File: config.mk
export PLATFORM = sky130hd
export DESIGN_NAME = sha256_msg_padder
export DESIGN_NICKNAME = d
export VERILOG_FILES = /design/src/rtl/sha256_pkg.sv /design/src/rtl/sha256_pad_mask.sv /design/src/rtl/sha256_msg_padder.sv
export SDC_FILE = /design/constraint.sdc
export NUM_CORES = 1
export LEC_CHECK = 0
export CELL_PAD_IN_SITES_DETAIL_PLACEMENT = 0
export CELL_PAD_IN_SITES_GLOBAL_PLACEMENT = 1
export CORE_ASPECT_RATIO = 0.7
export CORE_MARGIN = 4
export CORE_UTILIZATION = 41
export CTS_CLUSTER_DIAMETER = 50
export CTS_CLUSTER_SIZE = 14
export DETAILED_ROUTE_END_ITERATION = 6
export PLACE_DENSITY = 0.84
export SLEW_MARGIN = 20
export SYNTH_ARGS = -nofsm -noshare
export SYNTH_HDL_FRONTEND = slang
export SYNTH_HIERARCHICAL = 1
export SYNTH_SLANG_ARGS = --single-unit
export TNS_END_PERCENT = 20
File: constraint.sdc
create_clock -name clk -period 2.6 [get_ports clk]
set_clock_uncertainty 0.2 [all_clocks]
set_input_delay 0.26 -clock clk [delete_from_list [all_inputs] [get_ports clk]]
set_output_delay 0.26 -clock clk [all_outputs]
set_load 0.05 [all_outputs]
File: src/rtl/sha256_pkg.sv
// sha256_pkg: shared types and constants for the SHA-256 message padder.
// Contents: padder FSM state enum, 0x80 marker word, block geometry and
// the word indices that carry the 64-bit length field.
package sha256_pkg;

    typedef enum logic [2:0] {
        ST_DATA,
        ST_MARK,
        ST_ZERO,
        ST_LEN_HI,
        ST_LEN_LO
    } pad_state_e;

    localparam logic [31:0] PAD_MARKER = 32'h8000_0000;

    localparam int WORDS_PER_BLK = 16;
    localparam int IDX_W = $clog2(WORDS_PER_BLK);

    localparam logic [IDX_W-1:0] LEN_HI_IDX = IDX_W'(14);
    localparam logic [IDX_W-1:0] LEN_LO_IDX = IDX_W'(15);

endpackage

File: src/rtl/sha256_pad_mask.sv
// sha256_pad_mask: masks the unused bytes of a message's last word and drops
// the 0x80 marker into the first free byte position.
// Ports:
//   data   in  32  last message word, first byte in [31:24]
//   nbytes in  3   valid bytes in data (0..4); 4 or more passes data through
//   word   out 32  masked word with marker inserted
module sha256_pad_mask
    import sha256_pkg::*;
(
    input  logic [31:0] data,
    input  logic [2:0]  nbytes,
    output logic [31:0] word
);

    always_comb begin
        word = nbytes == 3'd0 ? PAD_MARKER :
               nbytes == 3'd1 ? {data[31:24], 24'h80_0000} :
               nbytes == 3'd2 ? {data[31:16], 16'h8000} :
               nbytes == 3'd3 ? {data[31:8], 8'h80} : data;
    end

endmodule

File: src/rtl/sha256_msg_padder.sv
// sha256_msg_padder: streaming FIPS 180-4 padder turning a byte-counted
// 32-bit word stream into 512-bit blocks (marker, zero fill, bit length).
// Optional feature macro: SHA256_PAD_BLKCNT_EN adds the blk_count output.
// Ports:
//   clk, rst                      clock, asynchronous active-low reset
//   in_data/in_valid/in_ready     message word stream (first byte in [31:24])
//   in_last/in_nbytes             final word marker and its valid byte count
//   out_data/out_valid/out_ready  padded word stream to the hash core
//   out_first/out_blk_last        word 0 / word 15 of a block
//   out_msg_last                  word 15 of the final block of a message
//   blk_count                     blocks emitted since reset (macro only)
module sha256_msg_padder
    import sha256_pkg::*;
#(
    parameter int CNT_W = 32
`ifdef SHA256_PAD_BLKCNT_EN
    ,
    parameter int BLK_CNT_W = 16
`endif
)(
    input  logic        clk,
    input  logic        rst,
    input  logic [31:0] in_data,
    input  logic        in_valid,
    output logic        in_ready,
    input  logic        in_last,
    input  logic [2:0]  in_nbytes,
    output logic [31:0] out_data,
    output logic        out_valid,
    input  logic        out_ready,
    output logic        out_first,
    output logic        out_blk_last,
    output logic        out_msg_last
`ifdef SHA256_PAD_BLKCNT_EN
    ,
    output logic [BLK_CNT_W-1:0] blk_count
`endif
);

    pad_state_e       state_q, state_d, pad_next;
    logic [IDX_W-1:0] idx_q, idx_d, idx_nx;
    logic [CNT_W-1:0] cnt_q, cnt_d;
    logic [31:0]      out_data_q, out_data_d, masked, word;
    logic             out_valid_q, out_valid_d;
    logic             out_first_q, out_first_d;
    logic             out_blk_last_q, out_blk_last_d;
    logic             out_msg_last_q, out_msg_last_d;
    logic             advance, in_fire, load;
    logic [63:0]      len;

    sha256_pad_mask u_mask (
        .data   (in_data),
        .nbytes (in_nbytes),
        .word   (masked)
    );

    // The output register may be refilled when empty or being drained.
    // in_ready is forced low while reset is asserted.
    always_comb begin
        advance  = !out_valid_q || out_ready;
        in_ready = rst && state_q == ST_DATA && advance;
        in_fire  = in_ready && in_valid;
        load     = in_fire || (state_q != ST_DATA && advance);
        idx_nx   = idx_q + IDX_W'(1);
        // After a marker or zero word, go to the length once the next slot is 14.
        pad_next = idx_nx == LEN_HI_IDX ? ST_LEN_HI : ST_ZERO;
        len      = 64'(cnt_q) << 3;
    end

    always_ff @(posedge clk or negedge rst) begin
        if (!rst) state_q <= ST_DATA;
        else      state_q <= state_d;
    end

    // A last word with 0..3 bytes already carries the marker, so it skips MARK.
    always_comb begin
        state_d = state_q;
        case (state_q)
            ST_DATA:   if (in_fire && in_last) state_d = in_nbytes >= 3'd4 ? ST_MARK : pad_next;
            ST_MARK,
            ST_ZERO:   if (advance) state_d = pad_next;
            ST_LEN_HI: if (advance) state_d = ST_LEN_LO;
            ST_LEN_LO: if (advance) state_d = ST_DATA;
            default:   state_d = ST_DATA;
        endcase
    end

    always_comb begin
        word = state_q == ST_DATA   ? (in_last ? masked : in_data) :
               state_q == ST_MARK   ? PAD_MARKER :
               state_q == ST_LEN_HI ? len[63:32] :
               state_q == ST_LEN_LO ? len[31:0] : 32'h0;
        out_data_d     = load ? word : out_data_q;
        out_valid_d    = advance ? load : out_valid_q;
        out_first_d    = load ? idx_q == '0 : out_first_q;
        out_blk_last_d = load ? idx_q == LEN_LO_IDX : out_blk_last_q;
        out_msg_last_d = load ? state_q == ST_LEN_LO : out_msg_last_q;
        idx_d          = load ? idx_nx : idx_q;
        cnt_d          = in_fire ? cnt_q + (in_last ? CNT_W'(in_nbytes) : CNT_W'(4)) :
                         load && state_q == ST_LEN_LO ? '0 : cnt_q;
    end

    always_ff @(posedge clk or negedge rst) begin
        if (!rst) begin
            out_data_q     <= '0;
            out_valid_q    <= 1'b0;
            out_first_q    <= 1'b0;
            out_blk_last_q <= 1'b0;
            out_msg_last_q <= 1'b0;
            idx_q          <= '0;
            cnt_q          <= '0;
        end else begin
            out_data_q     <= out_data_d;
            out_valid_q    <= out_valid_d;
            out_first_q    <= out_first_d;
            out_blk_last_q <= out_blk_last_d;
            out_msg_last_q <= out_msg_last_d;
            idx_q          <= idx_d;
            cnt_q          <= cnt_d;
        end
    end

    assign out_data     = out_data_q;
    assign out_valid    = out_valid_q;
    assign out_first    = out_first_q;
    assign out_blk_last = out_blk_last_q;
    assign out_msg_last = out_msg_last_q;

`ifdef SHA256_PAD_BLKCNT_EN
    logic [BLK_CNT_W-1:0] blk_count_q, blk_count_d;

    always_comb begin
        blk_count_d = out_valid_q && out_ready && out_blk_last_q ? blk_count_q + BLK_CNT_W'(1) : blk_count_q;
    end

    always_ff @(posedge clk or negedge rst) begin
        if (!rst) blk_count_q <= '0;
        else      blk_count_q <= blk_count_d;
    end

    assign blk_count = blk_count_q;
`endif

endmodule

---- After elaboration in Yosys (flattened, before gate mapping) ----
Index checks and enable logic that the tools add are counted.
storage, ports and cells
  register bits after elaboration ......... 75
  input bits .............................. 40
  output and inout bits ................... 37
  logic and storage cells ................. 59
operators by class
  $add $sub $neg .......................... 2
  order comparisons ....................... 1
  equality and inequality tests ........... 13
  multiplexer cells ....................... 19
  reductions and logical operators ........ 16
operators with widths
  operator             number
  $mux 32              8
  $add 32x3->32        1
  $mux 24              1
  $mux 16              1
  $mux 3               5
  $eq 3x2->1 const B   4
  $pmux 3 s4           1
  $eq 4x4->1 const B   2
  $mux 8               1
  $ne 2x2->1 const B   4
  $eq 3x1->1 const B   2
  $logic_and 1x1->1    6
  $logic_not 3->1      2
  $add 4x1->4 const B  1
  $logic_not 4->1      1
  $reduce_and 4->1     1
  $eq 3x3->1 const B   1
  $ge 3x3->1 const B   1
  $reduce_bool 3->1    1
  $logic_or 1x1->1     2
  $mux 2               1
  $reduce_bool 2->1    1
  $reduce_or 2->1      1
  $logic_not 1->1      1
  $mux 1               1

---- Depth between registers and ports, before layout ----
Gate-level depths: netlist of the first run.
  depth after elaboration ................. 8
  gate-level depth with buffers ........... 10
  mapped depth without buffers ............ 8

---- Cells and area by module ----
The synthesis of the first run kept the hierarchy.
by module, submodules not included
  module             instances  cells each  area an instance (µm²)  seq. area each (µm²)
  sha256_msg_padder  1          410         4096.4                  1876.8
  sha256_pad_mask    1          39          280.3                   0.0

---- Worst setup path before layout of the first run ----
No wires, ideal clock.
  path type ............................... input -> register
  start point ............................. input in_last
  end point ............................... register cnt_q[24]
  data arrival time ....................... 2.608 ns
  setup slack ............................. -0.334 ns
  stages .................................. 10
  buffers on the path ..................... 2
  cells stage by stage .................... buf_2 buf_1 and2_1 ha_1 inv_1 fa_1 nand2b_1 a2111oi_4 nand4_1 mux2i_1
between the ends
  cells in the longest elaborated chain, start to end .. 3
RTL lines
  what                  line                      source
  start, declared       sha256_msg_padder.sv:26   input logic in_last,
  $mux 3                sha256_msg_padder.sv:99   cnt_d = in_fire ? cnt_q + (in_last ? CNT_W'(in_nbytes) : CNT_W'(4)) :
  $add 32x3->32         sha256_msg_padder.sv:99
  $mux 32               sha256_msg_padder.sv:99
  end signal, assigned  sha256_msg_padder.sv:119  cnt_q <= cnt_d;
  end, declared         sha256_msg_padder.sv:42   logic [CNT_W-1:0] cnt_q, cnt_d;
No other way between the ends.
A chain may end at the register's enable or synchronous reset.

---- Worst setup path after layout of the first run ----
  start point ............................. input in_nbytes[0]
  end point ............................... register cnt_q[20]
between the ends
  cells in the longest elaborated chain, start to end .. 3
RTL lines
  what             line                     source
  start, declared  sha256_msg_padder.sv:27  input logic [2:0] in_nbytes,
  $mux 3           sha256_msg_padder.sv:99
  $add 32x3->32    sha256_msg_padder.sv:99
  $mux 32          sha256_msg_padder.sv:99
No other way between the ends.

==> results.yml, run 1 <==
yosys:
  netlist_area_sq_um: 4380
  synth-edff-count: 0
  ys_seq_area_share_pct: 42.9
  synthArstFlopShare_pct: 100
  synthCells: 449
  syn-num-nets: 496
  yosys.cell_types.count: 54
  yosysWarnings: 6
  syn_area_per_cell_sq_um: 9.75
  ys.flop_type: "dfrtp_1"
  synth_seq_cells: 75
drt:
  firstDrtPassIters: 5
  post_drt_wl_per_cell_um: 17.5
  viasPerCell: 5.60
  route.detailed.drc: 0
  vias: 3782
  antenna_left: 0
  drtIter0Drc: 330
  wl_um: 11800
layout:
  n_antenna_cell: 0
  syn_to_final_growth_pct: 30.2
  final_common_cell: "dfrtp_1"
  final_cells: 675
  most-common-layout-cells: "75 x dfrtp_1, 73 x clkdlybuf4s50_1, 56 x nand2_1, 56 x mux2i_1, 37 x nor2_1"
  drive_above_1_share_pct: 12.2
  post-route-util_pct: 54.8
  finalNetCount: 585
grt:
  grt_pass1_wl_um: 20100
  antenna_found_initial: 0
  grt_pass1_vias: 3955
  grt_util_all_layers_pct: 20.0
  grt_max_degree: 39
  overflow: 0
cts:
  clockBufferDepth: 2
  cts_tree: "yes"
  clk_latency_ps: 330
  clk_pin_slew_ps: 60
  htreeDepth: 3
  cts_buffers: 9
  cts.sinks: 75
  cts_root_buf: "clkbuf_16"
sta:
  hold_viol_final: 0
  slew_headroom_pct: 58.9
  rsz0062_at_grt: "false"
  slew_viol_final: 0
  max_freq_ghz: 0.400
  tightestPinTransition_ps: 616
  hold_ws_ps: 102
  final.min_clock_period_ps: 2500
  setup_viol: 0
  tns_ps: 0
  fin_crit_sh_pct: 96.1
floorplan:
  die_y_um: 94.4
  die_width_um: 131
  rows: 31
  coreArea_sq_um: 10400
  start_util_pct: 42.1
  io_pins: 77
  dieArea_sq_um: 12400
place:
  dp.cells: 658
  place_congestion: 0.848
  hpwl_um: 8680
  port_buffers: 76
setup_path:
  worstSetupStartpointType: "input port"
  critPathMaxFanout: 7
  crit_required_ps: 2600
  crit_arrival_ps: 2500
  endpoint_kind: "register"
  critical_path_class: "in -> reg"
job:
  cap_violations: 0
pwr:
  p_sw_mw: 1.47
  peakVddDrop_uv: 363
  swShare_pct: 36.2
  clkPwrFrac_pct: 30.0
  p_leak_nw: 2.62
  power.internal_mw: 2.58
  p_per_area_nw_per_um2: 710
  share_comb_of_total_power_pct: 32.7
  p_total_mw: 4.05
  seqPwrFrac_pct: 37.3
run_status:
  status: "completed"
min_path:
  hold_path_class: "in -> async"
==> state kept, by name, indices dropped and copies added (netlist names) <==
register	count
cnt_q	32
state_q	3
out_first	1
out_blk_last	1
out_msg_last	1
idx_q	4
out_valid	1
out_data	32
==> power groups by stage <==
stage | Sequential [mW] | Clock, mW | Combinational, mW
after floorplan | 1.70 | 0 | 0.654
after global placement | 1.51 | 0 | 1.29
after detailed placement | 1.53 | 0 | 1.32
after CTS | 1.51 | 1.24 | 1.33
after global routing | 1.54 | 1.29 | 1.44
final | 1.51 | 1.21 | 1.32
==> cell families after synthesis <==
logic type / after synthesis / synth area share [%]
simple gates: 197 / 23.8
flops: 75 / 42.9
compound gates: 71 / 13.0
mux: 58 / 13.4
buf+inv: 37 / 3.89
fa+ha+maj: 7 / 2.17
xor+xnor: 4 / 0.801
==> Yosys cell counts, types with 3 or more instances <==
| cell type | number | area (sq um) |
|---|---|---|
| dfrtp_1 | 75 | 1880 |
| mux2i_1 | 56 | 561 |
| nand2_1 | 56 | 210 |
| nor2_1 | 37 | 139 |
| a221o_1 | 23 | 230 |
| nand3_1 | 20 | 100 |
| nand4_1 | 18 | 113 |
| nor2b_1 | 17 | 106 |
| a21oi_1 | 13 | 65.1 |
| inv_1 | 12 | 45.0 |
| o21ai_0 | 12 | 60.1 |
| and2_1 | 10 | 62.6 |
| clkbuf_1 | 9 | 33.8 |
| and2b_2 | 7 | 61.3 |
| and3_1 | 6 | 37.5 |
| buf_2 | 6 | 30.0 |
| ha_1 | 6 | 75.1 |
| buf_1 | 5 | 18.8 |
| nor3_1 | 5 | 25.0 |
| nor4_1 | 5 | 31.3 |
| o221ai_1 | 5 | 43.8 |
| nand2b_1 | 3 | 18.8 |
| xor2_1 | 3 | 26.3 |
==> final timing paths <==
kind                                           from                  endpoint  slack [ps]  cells after the start
setup / recovery                       in_nbytes[0]     cnt_q[20]$_DFFE_PN0P_         100                     10
hold / removal                                  rst     cnt_q[10]$_DFFE_PN0P_         100                      2
setup reg to reg               cnt_q[0]$_DFFE_PN0P_     cnt_q[20]$_DFFE_PN0P_         240                      8
hold reg to reg            out_msg_last$_DFFE_PN0P_  out_msg_last$_DFFE_PN0P_         290                      2
max in group asynchronous                       rst  out_data[12]$_DFFE_PN0P_        1400                      3
min in group clk                            in_last      cnt_q[0]$_DFFE_PN0P_         240                      5
==> per-stage QoR <==
| stage | cell area [sq um] | worst slack (ps) |
|---|---|---|
| after floorplan | 4380 | 12.9 |
| after global placement | 5380 | -189 |
| after detailed placement | 5380 | -257 |
| after CTS | 5690 | 76.9 |
| after global routing | 5700 | 5.26 |
| final | 5700 | 102 |
==> worst max-delay path: stages <==
cell and delay, ps:
clkdlybuf4s50_1 500, and2_1 140, ha_1 160, inv_1 60, fa_1 370, nand2b_2 250, a2111oi_4 290, buf_4 200
nand4_1 120, mux2i_1 140
==> what timing repair did <==
action / 4_1_cts / 5_1_grt
endpoints found under the setup margin: 0 / 7
hold buffers: 1 / 0
buffers inserted: 0 / 0
endpoints found under the hold margin: 75 / 0
gates resized for setup: 0 / 2
==> routing by layer <==
metal | GRT usage, % | up-vias | wire length (um)
met1 | 28.2 | 1850 | 5570
met4 | 5.16 | 0 | 110
met3 | 4.74 | 11 | 720
li1 | - | 1810 | -
met5 | 0 | - | 0
met2 | 31.3 | 111 | 5420
==> layout make-up <==
type,count,area [sq um]
Multi-Input combinational cell,337,2340
Clock buffer,13,280
Sequential cell,75,1880
Timing Repair Buffer,103,968
Clock inverter,3,20.0
Inverter,12,45.0
Fill cell,923,4700
Tap cell,132,165
Power figures use the tool's default switching activity.
==> run 2: changes to the inputs <==
- CORE_UTILIZATION: 41 -> 39
- PLACE_DENSITY: 0.84 -> 0.82
- SETUP_SLACK_MARGIN: unset -> 0.15
- SYNTH_HIERARCHICAL: 1 -> unset
==> results.yml, run 2 <==
cts:
  cts_buffers: 9
  htreeDepth: 3
  clk_pin_slew_ps: 60
  clockBufferDepth: 2
  cts.sinks: 75
  cts_tree: "yes"
  cts_root_buf: "clkbuf_16"
  clk_latency_ps: 340
pwr:
  p_leak_nw: 2.40
  clkPwrFrac_pct: 25.4
  peakVddDrop_uv: 369
  power.internal_mw: 2.78
  p_sw_mw: 1.81
  p_total_mw: 4.59
  p_per_area_nw_per_um2: 880
  seqPwrFrac_pct: 33.9
  share_comb_of_total_power_pct: 40.7
  swShare_pct: 39.5
place:
  place_congestion: 0.828
  hpwl_um: 7090
  dp.cells: 583
  place_area_sq_um: 4850
  port_buffers: 76
layout:
  syn_to_final_growth_pct: 39.7
  n_antenna_cell: 0
  final_cells: 603
  drive_above_1_share_pct: 16.5
  stdcell_area_sq_um: 5220
  most-common-layout-cells: "75 x dfrtp_1, 72 x clkdlybuf4s50_1, 39 x buf_4, 33 x nand2_1, 26 x inv_1"
  final_common_cell: "dfrtp_1"
  finalNetCount: 521
yosys:
  synthCells: 366
  synth_seq_cells: 75
  synth-edff-count: 0
  yosys.area.top_type_share_pct: 50.2
  ys_seq_area_share_pct: 50.2
  yosysWarnings: 0
  synth.most_common_cell: "dfrtp_1"
  yosys-top-cells-area: "dfrtp_1 50%, a222oi_1 3.7%, nand2_1 3.3%"
  netlist_area_sq_um: 3740
  ys.flop_type: "dfrtp_1"
  synthArstFlopShare_pct: 100
  syn-num-nets: 413
  syn_area_per_cell_sq_um: 10.2
  yosys.cell_types.count: 55
  synth_commonest_cells: "75 x dfrtp_1, 33 x nand2_1, 26 x inv_1, 23 x nor2_1, 17 x o21ai_0"
  synth.largest_area_cell: "dfrtp_1"
grt:
  grt_util_all_layers_pct: 18.0
  grt_pass1_vias: 3234
  overflow: 0
  grt_max_degree: 67
  antenna_found_initial: 0
  grt_pass1_wl_um: 16600
setup_path:
  path_buf_inv: 4
  r2r_setup_slack_ps: 230
  cpMaxStageDelayCell: "or4_1"
  crit_chain: "clkdlybuf4s50_1, nor2b_1, inv_1, ha_1, buf_4, o211ai_1, or4_1, buf_6, o311ai_4, o41ai_2"
  r2r_end: "cnt_q[31]$_DFFE_PN0P_"
  critPathMaxFanout: 11
  critPathTopFamily: "buffers and inverters"
  crit_arrival_ps: 2440
  crit_required_ps: 2610
  worstSetupStartpointType: "input port"
  r2r-start: "cnt_q[17]$_DFFE_PN0P_"
  slowest_delay_ps: 440
  critical_path_class: "in -> reg"
  rr_worst_depth: 5
  endpoint_kind: "register"
sta:
  rsz0062_at_grt: "true"
  hold_viol_final: 0
  tightestPinTransition_ps: 849
  tns_ps: 0
  setup_viol: 0
  final.min_clock_period_ps: 2420
  slew_headroom_pct: 43.4
  slew_viol_final: 0
  max_freq_ghz: 0.413
  fin_crit_sh_pct: 93.2
drt:
  drtIter0Drc: 193
  antenna_left: 0
  post_drt_wl_per_cell_um: 16.5
  vias: 3274
  viasPerCell: 5.43
  firstDrtPassIters: 7
  wl_um: 9940
  route.detailed.drc: 0
floorplan:
  rows: 29
  start_util_pct: 40.6
  io_pins: 77
  dieArea_sq_um: 11200
  die_y_um: 89.9
  die_width_um: 125
  coreArea_sq_um: 9220
run_status:
  status: "completed"
min_path:
  hold_path_class: "in -> async"
job:
  cap_violations: 0
run 2: changes by cell type after synthesis, moves of 9 or more:
cell and delta:
a221o_1 -13, a222oi_1 +14, and3_1 +9, inv_1 +14, mux2i_1 -47, nand2_1 -23
nand4_1 -13, nor2_1 -14, nor2b_1 -15, o211ai_1 +11, o31ai_1 +14
run 2: worst max path at each step:
| stage | from | to | slack (ps) | depth (start not counted) |
|---|---|---|---|---|
| after global routing | cnt_q[0]$_DFFE_PN0P_ | cnt_q[22]$_DFFE_PN0P_ | 110 | 8 |
| after floorplan | in_last | cnt_q[26]$_DFFE_PN0P_ | 170 | 10 |
| after detailed placement | in_last | cnt_q[28]$_DFFE_PN0P_ | -490 | 11 |
| final | in_nbytes[2] | cnt_q[31]$_DFFE_PN0P_ | 180 | 10 |
| after global placement | in_last | cnt_q[28]$_DFFE_PN0P_ | -450 | 11 |
| after CTS | cnt_q[0]$_DFFE_PN0P_ | cnt_q[26]$_DFFE_PN0P_ | 140 | 9 |
run 2: cells by family after synthesis:
group           Yosys count  synth area share [%]
fa+ha+maj                 7                  2.54
buf+inv                  47                  5.26
simple gates            121                  16.8
xor+xnor                  8                  1.87
flops                    75                  50.2
mux                      10                  2.71
compound gates           98                  20.6
run 2: per-layer routing:
metal / vias to the layer above / GRT usage [%] / share of wire, %
li1: 1583 / - / -
met1: 1581 / 26.5 / 50
met2: 101 / 26.3 / 43
met3: 9 / 5.27 / 5.5
met4: 0 / 4.06 / 0.70
met5: - / 0 / 0
run 2: worst register-to-register path, cell delays in order (launching register included):
cell      delay (ps)
dfrtp_1          460
nand3_2          180
or3_4            460
or4_4            550
o311ai_4         290
o41ai_2          110
run 2: repair_timing:
action | 4_1_cts | 5_1_grt
buffers inserted | 2 | 1
resized for setup | 12 | 5
pin swaps | 4 | 3
hold buffers | 1 | 0
endpoints found under the hold margin | 9 | 0
endpoints found under the setup margin | 19 | 13
run 2: layout make-up:
| type | instances | area (sq um) |
|---|---|---|
| multi-input combinational | 244 | 1720 |
| timing repair buffer | 118 | 1090 |
| sequential | 75 | 1880 |
| clock inverter | 5 | 27.5 |
| tap | 124 | 155 |
| inverter | 26 | 97.6 |
| fill | 818 | 4000 |
| clock buffer | 11 | 253 |
run 2: stage by stage:
stage                     setup WS [ps]  hold slack [ps]  utilization [%]
final                               176              212             56.7
after global routing                111              235             56.7
after CTS                           141              204             56.3
after detailed placement           -492             23.7             52.6
after global placement             -450             21.0             52.6
after floorplan                     170             -236                -
run 2: power groups by stage:
stage | combinational, mW | sequential, mW | clock (mW)
after floorplan | 0.689 | 2.03 | 0
after global placement | 1.83 | 1.57 | 0
after detailed placement | 1.86 | 1.58 | 0
after CTS | 1.87 | 1.56 | 1.19
after global routing | 2.01 | 1.58 | 1.25
final | 1.87 | 1.56 | 1.16
